<file path="src/rtl/rx_read_fifo.sv">
// Receive FIFO between the UART receiver and the APB read side; first-word-fall-through, 1-cycle write-to-valid latency.
// Backpressure: ready_in drops while full; characters offered while full are dropped and flagged in sticky overrun_o.
module rx_read_fifo #(
   parameter int DATA_WIDTH = 8,
   parameter int DEPTH      = 4
) (
   input  logic                       clk,
   input  logic                       rst,
   input  logic [DATA_WIDTH-1:0]      data_i,
   input  logic                       ferr_i,
   input  logic                       valid_in,
   output logic                       ready_in,
   output logic [DATA_WIDTH-1:0]      data_o,
   output logic                       ferr_o,
   output logic                       valid_out,
   input  logic                       ready_out,
   output logic [$clog2(DEPTH):0]     count,
   output logic                       overrun_o,
   input  logic                       clr_ovr
);

   localparam int AW = $clog2(DEPTH);
   localparam int CW = AW + 1;
   localparam logic [CW-1:0] FULL_CNT = CW'(DEPTH);

   logic [DATA_WIDTH:0] mem [DEPTH];
   logic [AW-1:0]       wr_ptr;
   logic [AW-1:0]       rd_ptr;
   logic                full;
   logic                wr_en;
   logic                rd_en;
   logic                ovr_evt;
   logic [DATA_WIDTH:0] head;

   assign full      = (count == FULL_CNT);
   assign ready_in  = ~full;
   assign valid_out = (count != '0);
   assign wr_en     = valid_in && ready_in;
   assign rd_en     = valid_out && ready_out;
   assign ovr_evt   = valid_in && full;

   // Head is forced to zero when empty so stale storage never leaks out.
   assign head   = mem[rd_ptr];
   assign data_o = valid_out ? head[DATA_WIDTH-1:0] : '0;
   assign ferr_o = valid_out ? head[DATA_WIDTH] : 1'b0;

   always_ff @(posedge clk) begin
      if (wr_en && !rst) begin
         mem[wr_ptr] <= {ferr_i, data_i};
      end
   end

   always_ff @(posedge clk) begin
      if (rst) begin
         wr_ptr    <= '0;
         rd_ptr    <= '0;
         count     <= '0;
         overrun_o <= 1'b0;
      end else begin
         if (wr_en) begin
            wr_ptr <= wr_ptr + AW'(1);
         end
         if (rd_en) begin
            rd_ptr <= rd_ptr + AW'(1);
         end
         case ({wr_en, rd_en})
            2'b10:   count <= count + CW'(1);
            2'b01:   count <= count - CW'(1);
            default: count <= count;
         endcase
         // A new overrun takes priority over a clear in the same cycle.
         if (ovr_evt) begin
            overrun_o <= 1'b1;
         end else if (clr_ovr) begin
            overrun_o <= 1'b0;
         end
      end
   end

endmodule
</file>
<file path="config.mk">
export PLATFORM = sky130hd
export DESIGN_NAME = rx_read_fifo
export DESIGN_NICKNAME = d
export VERILOG_FILES = /design/src/rtl/rx_read_fifo.sv
export SDC_FILE = /design/constraint.sdc
export NUM_CORES = 1
export LEC_CHECK = 0
export ABC_CLOCK_PERIOD_IN_PS = 2500
export CAP_MARGIN = 30
export CORE_AREA = 2 2 67 69
export CTS_CLUSTER_DIAMETER = 80
export DETAILED_ROUTE_END_ITERATION = 8
export DIE_AREA = 0 0 69 71
export PLACE_DENSITY_LB_ADDON = 0.3
export SETUP_SLACK_MARGIN = 0.02
export SYNTH_ARGS = -nofsm -noshare
export SYNTH_HDL_FRONTEND = slang
export SYNTH_SLANG_ARGS = --single-unit
</file>
<file path="constraint.sdc">
create_clock -name clk -period 2.5 [get_ports clk]
set_input_delay 0.25 -clock clk [delete_from_list [all_inputs] [get_ports clk]]
set_output_delay 0.25 -clock clk [all_outputs]
set_load 0.01 [all_outputs]
</file>
# ---- Word level (Yosys, flattened, before mapping)
# Memory sizes are Yosys's and may differ from the RTL's. A register that Yosys moved wholly into a read port is not among the register bits.
# Cells that the tools add are included.
dict set report word_totals {
  out_inout_bits 15
  wordCells 30
  inputBits 14
  ramBits 36
  ff_bits 8
  n_memories 1
}
dict set report op_classes {
  bitwise 1
  add_sub_neg 4
  n_reduce_logical 8
  n_eq_ne 3
  mux 9
}
# memory depth word_bits read_ports rd_clocked_by_memory_dff write_ports line
set mem_list {}
lappend mem_list {mem 4 9 1 1 1 26} ;# logic [DATA_WIDTH:0] mem [DEPTH];
# cell n
set op_table {}
lappend op_table {{8-bit 2-to-1 mux} 1}
lappend op_table {{3-bit case mux with 2 select lines} 1}
lappend op_table {{1-bit 2-to-1 mux} 5}
lappend op_table {{2-bit by 1-bit adder with 2-bit output (second input constant)} 2}
lappend op_table {{1-bit logical AND} 4}
lappend op_table {{2-bit 2-to-1 mux} 2}
lappend op_table {{2-bit nonzero test} 2}
lappend op_table {{3-bit by 1-bit adder with 3-bit output (second input constant)} 1}
lappend op_table {{3-bit equality test (second input constant)} 1}
lappend op_table {{3-bit nonzero test} 1}
lappend op_table {{3-bit by 1-bit subtractor with 3-bit output (second input constant)} 1}
lappend op_table {{2-bit by 1-bit equality test with 1-bit output (second input constant)} 1}
lappend op_table {{2-bit equality test (second input constant)} 1}
lappend op_table {{1-bit logical NOT} 1}
lappend op_table {{1-bit NOT} 1}

# ---- Logic depth before layout (Yosys ltp)
# Gate-level depths: netlist of the first run.
dict set report depth {
  depth_word 6
  ltp_mapped 9
  ltp_nobuf 8
}

# ---- Least setup slack after synthesis of the first run
# OpenSTA, ideal clock, no wires.
dict set report synth_path {
  kind {reg2reg}
  startpoint {register count[2]}
  endpoint {register count[2]}
  period_less_slack_ns 2.404
  setup_ns 0.071
  arrival_time_ns 2.332
  slack_ns 0.096
  n_path_buf 1
  t_required_ns 2.429
  stages_incl_launch_ff 10
  cell_sequence {dfxtp_1 -> or3b_1 -> buf_6 -> nand2_1 -> ha_1 -> inv_1 -> fa_1 -> xor2_1 -> or3_2 -> a21oi_1}
}
dict set report synth_between {
  elab_chain_cells 5
  word_cells_on_any_way 11
  cone_classes {add/sub (2); eq/ne (3); mux (1); bitwise (1); reduce/logical (4)}
}
# item line
set synth_rtl {}
lappend synth_rtl {{start: declaration} 17} ;# output logic [$clog2(DEPTH):0] count,
lappend synth_rtl {{start signal: assignment} 67} ;# 2'b10: count <= count + CW'(1);
lappend synth_rtl {{start signal: assignment} 68} ;# 2'b01: count <= count - CW'(1);
lappend synth_rtl {{start signal: assignment} 69} ;# default: count <= count;
lappend synth_rtl {{3-bit equality test (*)} 35} ;# assign full = (count == FULL_CNT);
lappend synth_rtl {{1-bit NOT (*)} 36} ;# assign ready_in = ~full;
lappend synth_rtl {{via ready_in} 12} ;# output logic ready_in,
lappend synth_rtl {{1-bit logical AND (*)} 38} ;# assign wr_en = valid_in && ready_in;
lappend synth_rtl {{2-bit by 1-bit equality test with 1-bit output / 2-bit equality test (equally long branches)} 66} ;# case ({wr_en, rd_en})
lappend synth_rtl {{3-bit case mux with 2 select lines / 2-bit nonzero test (equally long branches)} n/a}
# The timed path passes the listed nets; every way through them passes the cells marked *.
# A chain may end at the register's enable or synchronous reset.

# ---- Final worst setup path of the first run
dict set report layout_path {
  startpoint {register count[2]}
  endpoint {register count[2]}
}
dict set report layout_between {
  elab_chain_cells 5
  word_cells_on_any_way 11
  cone_classes {add/sub (2); eq/ne (3); mux (1); bitwise (1); reduce/logical (4)}
}
# item line
set layout_rtl {}
lappend layout_rtl {{3-bit equality test} 35}
lappend layout_rtl {{1-bit NOT} 36}
lappend layout_rtl {{1-bit logical AND} 38}
lappend layout_rtl {{2-bit by 1-bit equality test with 1-bit output / 2-bit equality test (equally long branches)} 66}
lappend layout_rtl {{3-bit case mux with 2 select lines / 2-bit nonzero test (equally long branches)} n/a}
# Parallel ways exist; a longest one is shown, timed or not.

==> flow_summary.yaml, run 1 <==
critical_path:
  r2r_cells: 8
  critPathLaunchType: "register"
  r2r-end: "count[2]$_SDFFE_PP0P_"
  ff2ff_setup_slack_ps: 200
  crit_fanout: 7
  arrival_ps: 2510
  end_kind: "register"
  crit_type: "register to register"
  r2r_start: "count[2]$_SDFFE_PP0P_"
  required_ps: 2710
routing:
  ant_nets: 0
  vias: 1036
  vias_per_cell: 5.029
  first_pass_iters: 4
  routed_wl_mm: 3.181
  drt_iter0_markers: 62
  wl_per_cell_um: 15.44
  drt_drc_violations_left: 0
synthesis:
  yosys.area.top_type: "edfxtp_1"
  synth-seq-cells: 46
  syn_nets: 135
  ys_top_cells_by_area: "edfxtp_1, mux4_2, dfxtp_1"
  yosysUniqueCellTypes: 26
  syn_inst: 115
  syn-mean-instance-area_um2: 16.35
  yosysWarnings: 0
  synth_top_cell_area_share_pct: 57.49
  syn-cell-area_um2: 1881
  synth_seq_area_share_pct: 68.13
cells_and_area:
  final_common_cell: "edfxtp_1"
  fin_cells: 206
  nets: 173
  post-route-util_pct: 56.13
  area_growth_pct: 25.48
  final_cell_mix: "edfxtp_1, clkdlybuf4s50_1, nor2b_1"
  num_antenna_cells: 0
  drive_gt1_share_pct: 20.13
global_routing:
  grt_max_degree: 14
  antenna_found_initial: 0
  overflow: 0
  grt_pass1_wl_mm: 5.319
  grt_usage_pct: 14.33
  grt_pass1_vias: 1123
clock_tree:
  cts.clk_slew.worst_paths_ps: 80
  clk_latency_ps: 290
  cts.sinks: 46
  cts-root-buf: "clkbuf_8"
  numCtsBuffers: 5
  clk_path_buf_depth: 2
  cts_tree: "done"
  htreeDepth: 2
power:
  p_sw_share_pct: 29.20
  pwr-share-clk_pct: 19.8
  total_power_mw: 2.259
  ir_worst_vdd_v: 0.0003439
  switchingPower_mw: 0.6597
  power.leakage_nw: 0.8014
  p_per_area_nw_per_um2: 957.4
  power_frac_seq_pct: 42.5
  pwr-share-comb_pct: 37.7
  internal-power_mw: 1.599
job:
  drv_cap: 0
floorplan:
  die_x_um: 69
  die_h_um: 71
  dieArea_um2: 4899
  initial_core_util_pct: 44.73
  coreArea_um2: 4204
  rows: 24
  io-pin-count: 29
timing:
  hold_ws_ps: 493.0
  clock.fmax_mhz: 434.8
  fin_crit_sh_pct: 91.99
  hold_viol_final: 0
  fin_crit_ps: 2300
  fin_worst_skew_ps: 5.195
  setup_viol: 0
  rsz0062_at_grt: "no"
  worstMarginPinSlew_ps: 490.3
  finalSetupTns_ps: 0
  relSlewSlack_pct: 67.21
  timing.final.max_slew_violations: 0
min_path:
  worstHoldPathCells: 2
  hp-class: "register to register"
  min_from: "rd_ptr[1]$_SDFFE_PP0N_"
place:
  place.gp.congestion: 0.7527
  io_buffers: 28
  placed_cells: 198
  dp_hpwl_mm: 2.269
status:
  status: "complete, no violations"
## critical path: stages (launching register included)
cell and delay [ps]:
dfxtp_4 380, or3b_4 390, nand2_2 120, ha_1 190, inv_1 60, fa_1 370
xor2_1 160, or3_2 410, a21oi_1 150
## cell type report
type                    instances  area (um^2)
clock buffers                   7        86.33
clock inverters                 1        5.005
fillers                       346         1844
inverters                       7        26.28
multi-input cells              57        550.5
flip-flops and latches         46         1286
well taps                      52        65.06
repair buffers                 36        340.3
## per-stage QoR
step	cell area, um^2	setup slack [ps]
finish	2360	200.3
detailed placement	2258	102.0
CTS	2350	71.58
global route	2360	37.12
global placement	2258	208.8
floorplan	1881	96.28
## power by group through the flow
| stage | clock network (mW) | logic [mW] | registers (mW) |
|---|---|---|---|
| final | 0.448 | 0.851 | 0.961 |
| after global routing | 0.491 | 0.937 | 0.971 |
| after CTS | 0.465 | 0.865 | 0.957 |
| after detailed placement | 0 | 0.863 | 0.974 |
| after global placement | 0 | 0.843 | 0.965 |
| after floorplan | 0 | 0.474 | 0.963 |
## registers in the layout (all words and copies together), names as in the netlist, named ones only
signal,count
overrun_o,1
wr_ptr,2
rd_ptr,2
count,3
mem,36
## kinds of logic after synthesis
| kind of cell | count (synthesis) | synth area share [%] |
|---|---|---|
| xor+xnor | 3 | 1.397 |
| flops | 46 | 68.13 |
| mux | 9 | 10.78 |
| compound gates | 11 | 3.925 |
| simple gates | 28 | 8.517 |
| buf+inv | 12 | 2.861 |
| fa+ha+maj | 6 | 4.391 |
## how the worst max path moves through the flow
stage               cells past startpoint               endpoint                   from
global route                            8  count[2]$_SDFFE_PP0P_  count[2]$_SDFFE_PP0P_
floorplan                               9  count[2]$_SDFFE_PP0P_  count[2]$_SDFFE_PP0P_
global placement                        8  count[2]$_SDFFE_PP0P_  count[2]$_SDFFE_PP0P_
CTS                                     8  count[2]$_SDFFE_PP0P_  count[2]$_SDFFE_PP0P_
detailed placement                      8  count[2]$_SDFFE_PP0P_  count[2]$_SDFFE_PP0P_
finish                                  8  count[2]$_SDFFE_PP0P_  count[2]$_SDFFE_PP0P_
## what timing repair did
action / CTS / global route
endpoints found under the setup margin: 0 / 1
gates resized for setup: 0 / 5
setup buffers: 0 / 0
hold endpoints to repair: 0 / 0
hold buffers: 0 / 0
## cell usage after synthesis
master and number:
edfxtp_1 36, dfxtp_1 10, nor2b_1 10, mux4_2 9
inv_1 7, nor2_1 6, ha_1 5, nor3b_1 4
a21oi_1 3, xor2_1 3, a21o_1 2, a21oi_2 2
clkbuf_1 2, nand2_1 2, nand3_1 2, o21ai_0 2
a41oi_1 1, buf_1 1, buf_2 1, buf_6 1
fa_1 1, nor3_1 1, o31ai_1 1, or3_1 1
or3_2 1, or3b_1 1
## per-layer routing
metal  global-route usage [%]  vias to the layer above  routed length (um)
li1                         -                      501                   -
met1                    16.22                      509                1290
met2                    25.75                       22                1714
met3                    4.701                        4                 134
met4                    4.575                        0                  41
met5                        0                        -                   0
Power figures use the tool's default switching activity.
==> run 2: changes to the inputs <==
PLACE_DENSITY = 0.76   (was unset)
PLACE_DENSITY_LB_ADDON = unset   (was 0.3)
==> run 2 against run 1 <==
Effect of this change:
- wire length increased by 2.5%
- largest power group unchanged
- clock skew about the same
- largest cell class unchanged
- critical path type unchanged
- flip-flop and latch count unchanged
==> flow_summary.yaml, run 2 (synthesis results as in run 1) <==
cells_and_area:
  final_common_cell: "edfxtp_1"
  largest_reg_flops: 36
  post-route-util_pct: 56.64
  area_growth_pct: 26.61
  drive_gt1_share_pct: 20.78
  final_cell_mix: "edfxtp_1, clkdlybuf4s50_1, nor2b_1"
  fin_cells: 206
  largest_registers: "mem: 36 flops, count: 3 flops"
  regMostFlops: "mem"
  nets: 173
  num_antenna_cells: 0
power:
  ir_worst_vdd_v: 0.0005879
  total_power_mw: 2.361
  power.leakage_nw: 0.8111
  p_per_area_nw_per_um2: 991.7
timing:
  fin_crit_sh_pct: 95.03
  relSlewSlack_pct: 66.50
  hold_viol_final: 0
  finalSetupTns_ps: 0
  rsz0062_at_grt: "no"
  worstMarginPinSlew_ps: 500.9
  clock.fmax_mhz: 420.9
  finalWorstSetupSlack_ps: 124.2
  timing.final.max_slew_violations: 0
  fin_worst_skew_ps: 5.096
  setup_viol: 0
  fin_crit_ps: 2376
floorplan:
  rows: 24
  coreArea_um2: 4204
  io-pin-count: 29
  die_x_um: 69
  initial_core_util_pct: 44.73
  dieArea_um2: 4899
  die_h_um: 71
critical_path:
  crit_fanout: 6
  ff2ff_setup_slack_ps: 120
  cp-startpoint: "count[0]$_SDFFE_PP0P_"
  required_ps: 2730
  r2r-end: "count[2]$_SDFFE_PP0P_"
  r2r_start: "count[0]$_SDFFE_PP0P_"
  crit_end: "count[2]$_SDFFE_PP0P_"
  critPathLaunchType: "register"
  end_kind: "register"
  r2r_cells: 8
  crit_type: "register to register"
  arrival_ps: 2600
clock_tree:
  cts.sinks: 46
  cts_setup_buffers: 0
  cts.clk_slew.worst_paths_ps: 80
  cts.repair.resized: 0
  numCtsBuffers: 5
  clk_latency_ps: 300
  clk_path_buf_depth: 2
  htreeDepth: 2
  cts-root-buf: "clkbuf_8"
  ctsHoldBuffers: 0
  cts_tree: "done"
routing:
  first_pass_iters: 4
  wl_per_cell_um: 15.82
  drt_drc_violations_left: 0
  vias_per_cell: 5.087
  drt_iter0_markers: 95
  vias: 1048
  ant_nets: 0
  routed_wl_mm: 3.259
place:
  dp_slack_ps: 67.56
  dp_hpwl_mm: 2.322
  placed_cells: 198
  place.gp.congestion: 0.7231
  io_buffers: 28
global_routing:
  grt_max_degree: 16
  grt_usage_pct: 14.71
  overflow: 0
  grt_pass1_wl_mm: 5.313
  grt_pass1_vias: 1103
  antenna_found_initial: 0
status:
  status: "complete, no violations"
job:
  drv_cap: 0
min_path:
  hp-class: "register to register"
-- run 2: metal layers --
layer | vias up | track usage (%) | wire (um) | share of wire [%]
met5 | - | 0 | 0 | 0
met4 | 0 | 6.536 | 63 | 1.9
met3 | 6 | 4.701 | 163 | 5.0
met2 | 32 | 26.50 | 1788 | 55
met1 | 512 | 15.87 | 1244 | 38
li1 | 498 | - | - | -
-- run 2: through the flow --
stage | instance area, um^2 | hold WS, ps
2_1_floorplan | 1881 | 348.9
3_3_place_gp | 2258 | 471.4
3_5_place_dp | 2258 | 488.1
4_1_cts | 2371 | 500.1
5_1_grt | 2381 | 512.4
6_report | 2381 | 492.5
-- run 2: cell type report --
type | instances | area [um^2]
clock buffers | 5 | 68.82
clock inverters | 3 | 43.79
fillers | 341 | 1823
inverters | 7 | 26.28
multi-input cells | 57 | 554.3
flip-flops and latches | 46 | 1282
well taps | 52 | 65.06
repair buffers | 36 | 340.3
-- run 2: critical path, cell delays in order (launching register included) --
cell     delay, ps
dfxtp_1        370
or3b_4         420
nand2_2        120
ha_1           200
inv_1           60
fa_1           380
xor2_1         170
or3_2          440
a21oi_2        140
-- run 2: how the worst min path moves through the flow --
stage / from / end / slack [ps] / depth (start not counted)
final: rd_ptr[1]$_SDFFE_PP0N_ / rd_ptr[1]$_SDFFE_PP0N_ / 490 / 2
after global routing: rd_ptr[1]$_SDFFE_PP0N_ / register / 510 / 2
after CTS: rd_ptr[1]$_SDFFE_PP0N_ / register / 500 / 2
after detailed placement: rd_ptr[1]$_SDFFE_PP0N_ / rd_ptr[1]$_SDFFE_PP0N_ / 490 / 2
after global placement: rd_ptr[1]$_SDFFE_PP0N_ / rd_ptr[1]$_SDFFE_PP0N_ / 470 / 2
after floorplan: data_i[0] / mem[0][0]$_DFFE_PP_ / 350 / 0
-- run 2: power by group --
part	switching (mW)	internal, mW
logic	0.387	0.475
clock network	0.242	0.299
registers	0.0586	0.899
==> run 3: changes to the inputs <==
TNS_END_PERCENT = 30   (was unset)
==> results of run 3 <==
Final layout, timing and power as in run 2 (identical DEF).
